File: config.mk
export PLATFORM = sky130hd
export DESIGN_NAME = alu_arbiter
export DESIGN_NICKNAME = d
export VERILOG_FILES = /design/src/rtl/alu_arbiter.sv
export SDC_FILE = /design/constraint.sdc
export NUM_CORES = 1
export LEC_CHECK = 0
export BUFFER_PORTS_ARGS = -buffer_cell sky130_fd_sc_hd__buf_2
export CAP_MARGIN = 20
export CORE_ASPECT_RATIO = 0.6
export CORE_MARGIN = 10
export CORE_UTILIZATION = 43
export DETAILED_ROUTE_END_ITERATION = 10
export PLACE_DENSITY = 0.85
export SYNTH_ARGS = -nofsm -noshare
export SYNTH_HDL_FRONTEND = slang
export SYNTH_SLANG_ARGS = --single-unit
File: constraint.sdc
create_clock -name clk -period 2.5 [get_ports clk]
set_input_delay 0.25 -clock clk [delete_from_list [all_inputs] [get_ports clk]]
set_output_delay 0.25 -clock clk [all_outputs]
set_load 0.02 [all_outputs]
File: src/rtl/alu_arbiter.sv
// ============================================================================
// Module   : alu_arbiter
// Purpose  : Round-robin sharing of one combinational ALU between two requesters.
// Revision : 1.0 - initial release
// ============================================================================
`default_nettype none

module alu_arbiter #(
  parameter int N = 32
) (
  input  logic         clk,
  input  logic         reset,
  input  logic         req0_valid,
  output logic         req0_ready,
  input  logic [N-1:0] req0_srca,
  input  logic [N-1:0] req0_srcb,
  input  logic [3:0]   req0_op,
  input  logic         req1_valid,
  output logic         req1_ready,
  input  logic [N-1:0] req1_srca,
  input  logic [N-1:0] req1_srcb,
  input  logic [3:0]   req1_op,
  output logic [N-1:0] alu_srca,
  output logic [N-1:0] alu_srcb,
  output logic [3:0]   alu_control,
  input  logic [N-1:0] alu_result,
  output logic         rsp_valid,
  input  logic         rsp_ready,
  output logic [N-1:0] rsp_result,
  output logic         rsp_id,
  output logic         rsp_err,
  output logic         busy
);

  typedef enum logic [1:0] {
    IDLE = 2'd0,
    EXEC = 2'd1,
    RESP = 2'd2
  } state_t;

  localparam logic [3:0] c_MAX_LEGAL_OP = 4'd5;

  state_t       state_q;
  logic [N-1:0] srca_q;
  logic [N-1:0] srcb_q;
  logic [3:0]   op_q;
  logic [N-1:0] result_q;
  logic         id_q;
  logic         err_q;
  logic         last_grant_q;

  logic         w_gnt_vld;
  logic         w_gnt_id;
  logic [N-1:0] w_sel_srca;
  logic [N-1:0] w_sel_srcb;
  logic [3:0]   w_sel_op;
  logic         w_sel_legal;

  // Grants are offered only from IDLE; a tie goes to whoever did not win last.
  always_comb begin
    w_gnt_vld = 1'b0;
    w_gnt_id  = 1'b0;
    if ((state_q == IDLE) && !reset) begin
      if (req0_valid && req1_valid) begin
        w_gnt_vld = 1'b1;
        w_gnt_id  = ~last_grant_q;
      end else if (req0_valid) begin
        w_gnt_vld = 1'b1;
        w_gnt_id  = 1'b0;
      end else if (req1_valid) begin
        w_gnt_vld = 1'b1;
        w_gnt_id  = 1'b1;
      end
    end
  end

  assign w_sel_srca  = w_gnt_id ? req1_srca : req0_srca;
  assign w_sel_srcb  = w_gnt_id ? req1_srcb : req0_srcb;
  assign w_sel_op    = w_gnt_id ? req1_op   : req0_op;
  assign w_sel_legal = (w_sel_op <= c_MAX_LEGAL_OP);

  always_ff @(posedge clk) begin
    if (reset) begin
      state_q      <= IDLE;
      srca_q       <= '0;
      srcb_q       <= '0;
      op_q         <= '0;
      result_q     <= '0;
      id_q         <= 1'b0;
      err_q        <= 1'b0;
      last_grant_q <= 1'b1;
    end else begin
      case (state_q)
        IDLE: begin
          if (w_gnt_vld) begin
            srca_q       <= w_sel_srca;
            srcb_q       <= w_sel_srcb;
            op_q         <= w_sel_op;
            id_q         <= w_gnt_id;
            last_grant_q <= w_gnt_id;
            if (w_sel_legal) begin
              state_q <= EXEC;
            end else begin
              // Illegal codes skip the ALU and answer with an error right away.
              result_q <= '0;
              err_q    <= 1'b1;
              state_q  <= RESP;
            end
          end
        end
        EXEC: begin
          result_q <= alu_result;
          err_q    <= 1'b0;
          state_q  <= RESP;
        end
        RESP: begin
          if (rsp_ready) begin
            state_q <= IDLE;
          end
        end
        default: state_q <= IDLE;
      endcase
    end
  end

  assign req0_ready  = w_gnt_vld & ~w_gnt_id;
  assign req1_ready  = w_gnt_vld &  w_gnt_id;
  assign alu_srca    = srca_q;
  assign alu_srcb    = srcb_q;
  assign alu_control = op_q;
  assign rsp_valid   = (state_q == RESP) && !reset;
  assign rsp_result  = result_q;
  assign rsp_id      = id_q;
  assign rsp_err     = err_q;
  assign busy        = (state_q != IDLE) && !reset;

endmodule

`default_nettype wire

-- Word level (Yosys, flattened, before mapping)
Cells that the tools add are included.
- bits in registers: 105
- input port bits: 173
- output and inout bits: 106
- logic and storage cells: 49
- magnitude comparators: 1
- equality and inequality tests: 5
- muxes and demuxes: 20
- bitwise gates (word level): 4
- reduce and logical (&&, ||, !) cells: 11
- operator list (cell ; count):
    32-bit two-way mux ; 4
    32-bit one-hot mux with 2 select lines ; 1
    1-bit two-way mux ; 9
    2-bit two-way mux ; 3
    2-bit inequality test (second input constant) ; 3
    2-bit one-hot mux with 3 select lines ; 1
    4-bit by 3-bit less-or-equal comparator with 1-bit output (second input constant) ; 1
    1-bit logical AND ; 4
    4-bit two-way mux ; 1
    2-bit AND reduction ; 2
    2-bit nonzero test ; 2
    3-bit AND reduction ; 1
    1-bit bitwise AND ; 2
    2-bit by 1-bit == test with 1-bit output (second input constant) ; 1
    2-bit == test (second input constant) ; 1
    2-bit logical NOT ; 1
    1-bit NOT ; 2
    1-bit one-hot mux with 2 select lines ; 1
    1-bit logical NOT ; 1

-- Longest topological paths before layout
Gate-level depths: netlist of the first run.
- depth after elaboration: 9
- mapped depth: 7
- gate-level depth less buffers: 4

-- Least setup slack after synthesis of the first run
OpenSTA, ideal clock, no wires.
- path kind: register to register
- start point: register state_q[1]
- end point: register op_q[0], in the netlist alu_control[0]
- setup time: 0.119 ns
- data arrival time: 1.300 ns
- required time: 2.381 ns
- slack: 1.081 ns
- stages on the path, launching flop included: 7
- path buffers: 2
- period minus slack after synthesis: 1.419 ns
- cell sequence: dfxtp_1 nor3_4 and3_1 buf_2 buf_6 mux2i_1 o21ai_1
- cells in the longest elaborated chain, start to end: 4
- elaborated cells on any way between the ends: 6
- those cells by class: mux: 3; reduce/logical: 3
- ends and longest elaborated chain (item ; RTL line ; text):
    start: declaration ; 43 ; state_t state_q;
    start signal: assignment ; 84 ; state_q <= IDLE;
    start signal: assignment ; 102 ; state_q <= EXEC;
    start signal: assignment ; 107 ; state_q <= RESP;
    2-bit logical NOT (*) ; 63, 93 ;
    1-bit logical AND ; 63 ; if ((state_q == IDLE) && !reset) begin
    1-bit two-way mux ; 63 ;
    4-bit two-way mux or 2-bit AND reduction (tied branches) ; -- ;
    end signal: assignment ; 98 ; op_q <= w_sel_op;
    end: declaration ; 46 ; logic [3:0] op_q;
Every way passes the cells marked *; elsewhere a longest branch is shown, timed or not.
A chain may end at the register's enable or synchronous reset.

-- Worst setup path after layout of the first run
- start point: register state_q[1]
- end point: output req0_ready
- cells in the longest elaborated chain, start to end: 5
- elaborated cells on any way between the ends: 6
- those cells by class: mux: 2; bitwise: 2; reduce/logical: 2
- ends and longest elaborated chain (item ; RTL line ; text):
    2-bit logical NOT (*) ; 63 ;
    1-bit logical AND (*) ; 63 ;
    1-bit two-way mux ; 63 ;
    1-bit NOT ; 126 ; assign req0_ready = w_gnt_vld & ~w_gnt_id;
    1-bit bitwise AND (*) ; 126 ;
    end: declaration ; 14 ; output logic req0_ready,
Marked as above.

==> flow_summary.ini, run 1 <==
[run_status]
outcome = finished clean

[clock_tree]
cts_max_path_buffers = 2
cts.clk_slew.worst_paths_ps = 70
h-tree-depth = 3
tritoncts = yes
cts-buffers-inserted = 9
clkLatencyLatePin_ps = 330
postCtsSetupBuffers = 0
ctsRootBufferMaster = clkbuf_16
ctsHoldBuffers = 0
post_cts_resized = 0
clock-sinks = 105

[die]
initial_core_util = 0.4397
die_x_um = 140.3
die_height_um = 92.18
dieArea_mm2 = 0.01293
rows = 26
core_area_mm2 = 0.008491
ios = 279

[logic_synthesis]
synth_area_mm2 = 0.003734
syn_inst = 342
yosys_warnings = 0
ys_seq_elements = 105
synth_area_leaders = dfxtp_1, a222oi_1, a22o_1, nor2_1, buf_2
async_flop_share = 0
ys_types = 26
ys.flop_type = dfxtp_1
syn_nets = 515
synth_commonest_cells = dfxtp_1, nor2_1, a222oi_1
seq_area_frac_synth = 0.5630
synth_edf_count = 0
yosysTopAreaCell = dfxtp_1
yosysMostFrequentCell = dfxtp_1
avgSynthCellArea_um2 = 10.92
synth_top_area_share = 0.5630

[timing]
hold_viol_final = 0
maxClockFrequency_mhz = 460.7
tns_ps = 0
relSlewSlack = 0.5206
finalCritPeriodShare = 0.8682
setup_viol = 0
drv_slew = 0
finClkSkew_ps = 5.621
worst_pin_slew_ps = 716.4
fin_crit_ps = 2171
grt_setup_unrepaired = false
whs_ps = 126.0

[global_route]
grt_usage = 0.1987
grt_pass1_vias = 4044
grt_pass1_wl_um = 21340
grt_overflow = 0
grt_max_degree = 71
antenna_found_initial = 1

[finish]
final-seq-area_mm2 = 0.002102
utilization = 0.6422
multi_input_area_mm2 = 0.001444
nFillCells = 692
drive_gt1_frac = 0.5107
nets = 776
area_growth_pct = 46.05

[placed_design]
io_buffers = 278
routabilityCongestion = 0.8674
post-dp-hpwl_um = 11130

[critical_path]
r2r_setup_slack_ps = 480
worstSetupPathType = register to primary output
startpoint_type = register
ff2ff_path_depth = 5
crit_required_ps = 2250
reg2reg_to = alu_srcb[1]$_SDFFE_PP0P_
crit_arrival_ps = 1920
r2r-start = state_q[1]$_SDFFE_PP0P_
crit_fanout = 29
crit_path_end_kind = primary output

[worst_hold_path]
hold_class = input port to register
worstHoldEndpoint = rsp_result[24]$_SDFFE_PP0P_
min_from = alu_result[24]
min_path_cells = 2

[routing]
vias = 4022
viasPerCell = 5.586
wl_per_cell_um = 19.54
wirelength_um = 14070
drc = 0
dr.pass1.iters = 9
postRouteAntennaNets = 0
first_iter_violations = 419

[power]
ir_worst_vdd_v = 0.0003627
finalPower_mw = 3.990
power.density_mw_per_mm2 = 731.7
leakagePower_nw = 2.745

[job]
maxCapViolCount = 0
## how the worst max path moves through the flow
stage                                        to  slack [ps]  cells after the start                     from
finish                               req0_ready         330                      3  state_q[1]$_SDFFE_PP0P_
detailed placement     alu_srcb[0]$_SDFFE_PP0P_         390                      5               req0_valid
floorplan           alu_control[0]$_SDFFE_PP0P_        1080                      6  state_q[1]$_SDFFE_PP0P_
global route                         req0_ready         220                      3  state_q[1]$_SDFFE_PP0P_
global placement       alu_srcb[1]$_SDFFE_PP0P_         530                      5               req0_valid
CTS                                  req0_ready         310                      3  state_q[1]$_SDFFE_PP0P_
## metrics by stage
step | area [um2] | worst slack [ps] | instances
4_1_cts | 5423 | 311.7 | 718
6_report | 5453 | 329.4 | 720
5_1_grt | 5453 | 216.5 | 720
2_1_floorplan | 3734 | 1081 | 342
3_5_place_dp | 5141 | 387.5 | 703
3_3_place_gp | 5141 | 532.1 | 703
## metal layers
layer  vias to the layer above  wire [um]  global-route usage
met2                       220       7072              0.3536
met3                        19       1585             0.09423
li1                       1876          -                   -
met4                         0        214             0.05479
met1                      1907       5196              0.2062
met5                         -          0                   0
## area by class of cell
type,instances,area share
multi-input cells,199,0.2648
flip-flops and latches,105,0.3855
inverters,1,0.0006884
repair buffers,287,0.2712
diodes,1,0.0004589
well taps,112,0.02570
clock buffers,11,0.04635
clock inverters,4,0.005278
## logic make-up (layout without fill, tap and decap cells)
family / Yosys count / after routing / share of synthesized area
AO/OA/AOI/OAI: 111 / 111 / 0.2761
buffers and inverters: 38 / 303 / 0.05462
AND/OR/NAND/NOR: 84 / 84 / 0.09551
flip-flops: 105 / 105 / 0.5630
multiplexers: 4 / 4 / 0.01072
other: 0 / 1 / 0
## cells in the final DEF (no fill, tap or decap)
master / n
inv_1: 1
buf_16: 1
clkinv_4: 1
a222oi_1: 64
clkinv_2: 1
clkbuf_8: 2
clkbuf_16: 9
o21a_1: 2
nand3_1: 6
a31o_1: 1
o21ai_4: 1
nor2_1: 67
o21ai_0: 1
nor3_4: 1
nor2_2: 1
clkinvlp_4: 2
a21oi_1: 2
buf_4: 8
a21o_1: 1
dfxtp_1: 105
and3_2: 2
a31oi_4: 1
a31o_2: 1
nand4_2: 1
a22o_1: 32
a211o_1: 1
nand2_1: 3
diode_2: 1
mux2i_1: 4
nand2b_1: 3
o21ai_1: 4
buf_2: 278
## worst max-delay path, cell delays in order (launching register included)
cell,delay (ps)
dfxtp_1,350
nor3_4,350
and3_2,610
buf_2,270
## where the power goes
part / total, mW / internal, mW / leakage (nW) / switching (mW)
registers: 1.87 / 1.80 / 0.857 / 0.0706
clock network: 1.29 / 0.723 / 0.134 / 0.567
logic: 0.830 / 0.344 / 1.76 / 0.486
total: 3.99 / 2.87 / 2.75 / 1.12
## state kept, by name (all words and copies together) (netlist names)
register,count
rsp_id,1
alu_srca,32
rsp_result,32
last_grant_q,1
alu_srcb,32
alu_control,4
rsp_err,1
state_q,2
Note: power is estimated with default switching activity, not from simulation.
==> run 2: changes to the inputs <==
--- a/config.mk
+++ b/config.mk
@@ -12,6 +12,7 @@
 export CORE_UTILIZATION = 43
 export DETAILED_ROUTE_END_ITERATION = 10
 export PLACE_DENSITY = 0.85
+export RECOVER_POWER = 50
 export SYNTH_ARGS = -nofsm -noshare
 export SYNTH_HDL_FRONTEND = slang
 export SYNTH_SLANG_ARGS = --single-unit
==> run 2 against run 1 <==
Non-clock buffer count unchanged. Clock power about the same. Final area decreased by 2.6%. First-iteration DRC count decreased by 12%. Sequential power about the same. Combinational power decreased by 4.3%. Hold slack about the same.
==> flow_summary.ini, run 2 (synthesis results as in run 1) <==
[run_status]
outcome = finished clean

[timing]
fin_crit_ps = 2143
relSlewSlack = 0.2490
setup_viol = 0
drv_slew = 0
finalCritPeriodShare = 0.8573
maxClockFrequency_mhz = 466.6
hold_viol_final = 0
worst_pin_slew_ps = 1126
finClkSkew_ps = 5.758
grt_setup_unrepaired = false
whs_ps = 126.1
tns_ps = 0

[power]
power.share.switching = 0.2844
p_comb_frac = 0.201
power.density_mw_per_mm2 = 745.3
ir_worst_vdd_v = 0.0003619
power_frac_clock = 0.326
p_sw_mw = 1.126
seqPwrFrac = 0.473
finalPower_mw = 3.958
leakagePower_nw = 2.316
internal_power_mw = 2.833

[global_route]
antenna_found_initial = 1
grt_pass1_wl_um = 21340
grt_max_degree = 71
met3_usage = 0.09423
met1_usage = 0.2062
grt_pass1_vias = 4044
grt.busiest_layer = met2
grt_usage = 0.1987
grt_util_met2 = 0.3536
grt_overflow = 0

[finish]
fin_cells = 720
area_growth_pct = 42.26
drive_gt1_frac = 0.3410
layout_common_cells = buf_2, dfxtp_1, clkbuf_1
nets = 776
utilization = 0.6256
final_common_cell = buf_2

[routing]
dr.pass1.iters = 8
drc = 0
postRouteAntennaNets = 0
wl_per_cell_um = 19.48
vias = 4055
viasPerCell = 5.632
wirelength_um = 14030
first_iter_violations = 368

[die]
die_x_um = 140.3
initial_core_util = 0.4397
die_height_um = 92.18
dieArea_mm2 = 0.01293
ios = 279
rows = 26
core_area_mm2 = 0.008491

[placed_design]
routabilityCongestion = 0.8674
post-dp-hpwl_um = 11130
io_buffers = 278
dp.cells = 703

[job]
maxCapViolCount = 0

[clock_tree]
clock-sinks = 105
cts.clk_slew.worst_paths_ps = 70
h-tree-depth = 3
ctsHoldBuffers = 0
post_cts_resized = 0
ctsRootBufferMaster = clkbuf_16
cts_max_path_buffers = 2
tritoncts = yes
postCtsSetupBuffers = 0
cts-buffers-inserted = 9
clkLatencyLatePin_ps = 330

[critical_path]
worstSetupPathType = register to primary output
crit_arrival_ps = 1890
slowest_delay_ps = 610
crit_path_end_kind = primary output
crit_chain = nor3_4, and3_2, buf_2
startpoint_type = register
crit_fanout = 29
r2r_setup_slack_ps = 430
cp_slowest_cell = and3_2
crit_required_ps = 2250

[worst_hold_path]
hold_class = input port to register
[run 2: cell count changes in the layout (fill, tap and decap cells not counted)]
cell      delta
buf_2      -102
o21ai_2      +1
o21ai_4      -1
nand4_2      -1
nand4_1      +1
clkbuf_1   +102
[run 2: path summary, 6_finish.rpt]
check                                                 from                     endpoint  cells past startpoint
worst max-delay path               state_q[1]$_SDFFE_PP0P_                   req0_ready                      3
worst min-delay path                        alu_result[24]  rsp_result[24]$_SDFFE_PP0P_                      2
worst max register to register     state_q[1]$_SDFFE_PP0P_    alu_srca[20]$_SDFFE_PP0P_                      6
worst min register to register  rsp_result[9]$_SDFFE_PP0P_   rsp_result[9]$_SDFFE_PP0P_                      1
[run 2: power groups by stage]
stage / clock network (mW) / registers (mW) / logic [mW]
final: 1.29 / 1.87 / 0.794
after global routing: 1.38 / 1.89 / 0.865
after CTS: 1.33 / 1.87 / 0.824
after detailed placement: 0 / 1.90 / 0.823
after global placement: 0 / 1.90 / 0.796
after floorplan: 0 / 2.04 / 0.344
[run 2: cell type report]
| class | count | area (um2) |
|---|---|---|
| Tap cell | 112 | 140.1 |
| Sequential cell | 105 | 2102 |
| Antenna cell | 1 | 2.502 |
| Multi-Input combinational cell | 199 | 1430 |
| Timing Repair Buffer | 287 | 1351 |
| Clock buffer | 11 | 252.7 |
| Inverter | 1 | 3.754 |
| Fill cell | 759 | 3179 |
| Clock inverter | 4 | 28.78 |
[run 2: through the flow]
step / worst slack, ps / cell area, um2
6_report: 356.7 / 5311
5_1_grt: 273.7 / 5311
4_1_cts: 311.7 / 5423
3_5_place_dp: 387.5 / 5141
3_3_place_gp: 532.1 / 5141
2_1_floorplan: 1081 / 3734
[run 2: worst max-delay path: cells and delay by family, from the launching register on]
| kind | cells | cell delay [ps] |
|---|---|---|
| DFF | 1 | 350 |
| buffers and inverters | 1 | 270 |
| and+or+nand+nor | 2 | 930 |
[run 2: routing by layer]
layer	routed length [um]	vias to the layer above	part of all wire
li1	-	1873	-
met1	5154	1908	0.37
met2	6993	251	0.50
met3	1652	23	0.12
met4	225	0	0.016
met5	0	-	0
==> run 3: changes to the inputs <==
==> constraint.sdc (replaced) <==
create_clock -name clk -period 2.5 [get_ports clk]
set_input_delay 0.25 -clock clk [delete_from_list [all_inputs] [get_ports clk]]
set_output_delay 0.25 -clock clk [all_outputs]
set_load 0.1 [all_outputs]
==> run 3 against run 2 <==
The run now ends with max-capacitance violations, max-slew violations left. Setup slack got worse by 48 ps. Maximum frequency decreased by 2.2%. Register-to-register slack improved by 30 ps. Largest power group unchanged.
==> flow_summary.ini, run 3 (synthesis results as in run 1) <==
[routing]
drc = 0
first_iter_violations = 487
vias = 4087
wl_per_cell_um = 19.87
wirelength_um = 14330
dr.pass1.iters = 9
postRouteAntennaNets = 0
viasPerCell = 5.669

[power]
ir_worst_vdd_v = 0.0004687
finalPower_mw = 4.825
leakagePower_nw = 2.335
power.share.switching = 0.4003
p_sw_mw = 1.932
seqPwrFrac = 0.388
p_comb_frac = 0.319
power.density_mw_per_mm2 = 902.6
power_frac_clock = 0.293
internal_power_mw = 2.893

[critical_path]
crit_arrival_ps = 1940
path_depth = 4
cp_slowest_cell = buf_4
crit_path_end_kind = primary output
critPathBufInv = 2
ff2ff_path_depth = 5
startpoint_type = register
crit_fanout = 45
crit_required_ps = 2250
crit_chain = nor3_4, and3_2, buf_4, buf_12
worstSetupPathType = register to primary output
cp_top_family = buffers and inverters
slowest_delay_ps = 440

[placed_design]
post-dp-hpwl_um = 11210
routabilityCongestion = 0.8623
pre_cts_slack_ps = 593.6
dp.cells = 705
postPlaceCellArea_mm2 = 0.005186
io_buffers = 278

[clock_tree]
h-tree-depth = 3
post_cts_resized = 0
cts_max_path_buffers = 2
postCtsSetupBuffers = 0
tritoncts = yes
ctsRootBufferMaster = clkbuf_16
cts.clk_slew.worst_paths_ps = 70
clock-sinks = 105
ctsHoldBuffers = 0
cts-buffers-inserted = 9
clkLatencyLatePin_ps = 330

[global_route]
grt_usage = 0.2042
grt_pass1_vias = 4140
grt_max_degree = 46
grt_pass1_wl_um = 22010
grt_overflow = 0
antenna_found_initial = 1

[finish]
utilization = 0.6295
nFillCells = 755
drive_gt1_frac = 0.3432
n_antenna_cell = 0
final_common_cell = buf_2
final_area_mm2 = 0.005345
layout_common_cells = buf_2, dfxtp_1, clkbuf_1
area_growth_pct = 43.16
nets = 777
fin_cells = 721

[worst_hold_path]
min_path_cells = 2
hold_class = input port to register

[die]
die_x_um = 140.3
die_height_um = 92.18
rows = 26
ios = 279
initial_core_util = 0.4397
core_area_mm2 = 0.008491
dieArea_mm2 = 0.01293

[timing]
hold_viol_final = 0
grt_setup_unrepaired = false
worst_pin_slew_ps = 1614
finalCritPeriodShare = 0.8766
setup_viol = 0
setup_ws_ps = 308.6
fin_crit_ps = 2191
maxClockFrequency_mhz = 456.3
finClkSkew_ps = 8.022
whs_ps = 124.4
relSlewSlack = -0.07607
tns_ps = 0
drv_slew = 41

[job]
maxCapViolCount = 1

[run_status]
outcome = finished, violations left
violations = max-capacitance violations, max-slew violations
run 3: cell count changes in the layout (fill, tap and decap cells not counted), sizes merged:
cell and change:
inv +3, clkbuf -2, clkinvlp -2, buf +1
bufinv +1, clkinv +1, diode -1
run 3: final cells by class:
cell class              count  area [um2]  area share
multi-input cells         199        1430      0.2676
well taps                 112       140.1     0.02622
clock inverters             7       75.07     0.01404
repair buffers            288        1369      0.2561
inverters                   1       3.754   0.0007022
flip-flops and latches    105        2102      0.3933
clock buffers               9       225.2     0.04213
run 3: metal layers:
| layer | up-vias | share of wire | track usage |
|---|---|---|---|
| met5 | - | 0.00091 | 0 |
| met4 | 2 | 0.0087 | 0.05137 |
| met3 | 15 | 0.12 | 0.08445 |
| met2 | 260 | 0.51 | 0.3618 |
| met1 | 1927 | 0.36 | 0.2223 |
| li1 | 1883 | - | - |
run 3: path summary, 6_finish.rpt:
| path | slack, ps | start | to |
|---|---|---|---|
| max | 310 | state_q[1]$_SDFFE_PP0P_ | req1_ready |
| min | 120 | alu_result[24] | rsp_result[24]$_SDFFE_PP0P_ |
| max reg2reg | 460 | state_q[1]$_SDFFE_PP0P_ | alu_srca[28]$_SDFFE_PP0P_ |
| min reg2reg | 470 | rsp_err$_SDFFE_PP0P_ | rsp_err$_SDFFE_PP0P_ |
run 3: power groups by stage:
stage               Combinational [mW]  Clock, mW  Sequential [mW]
floorplan                        0.381          0             2.75
global placement                  1.55          0             1.90
detailed placement                1.58          0             1.90
CTS                               1.58       1.44             1.87
global route                      1.61       1.51             1.88
finish                            1.54       1.41             1.87
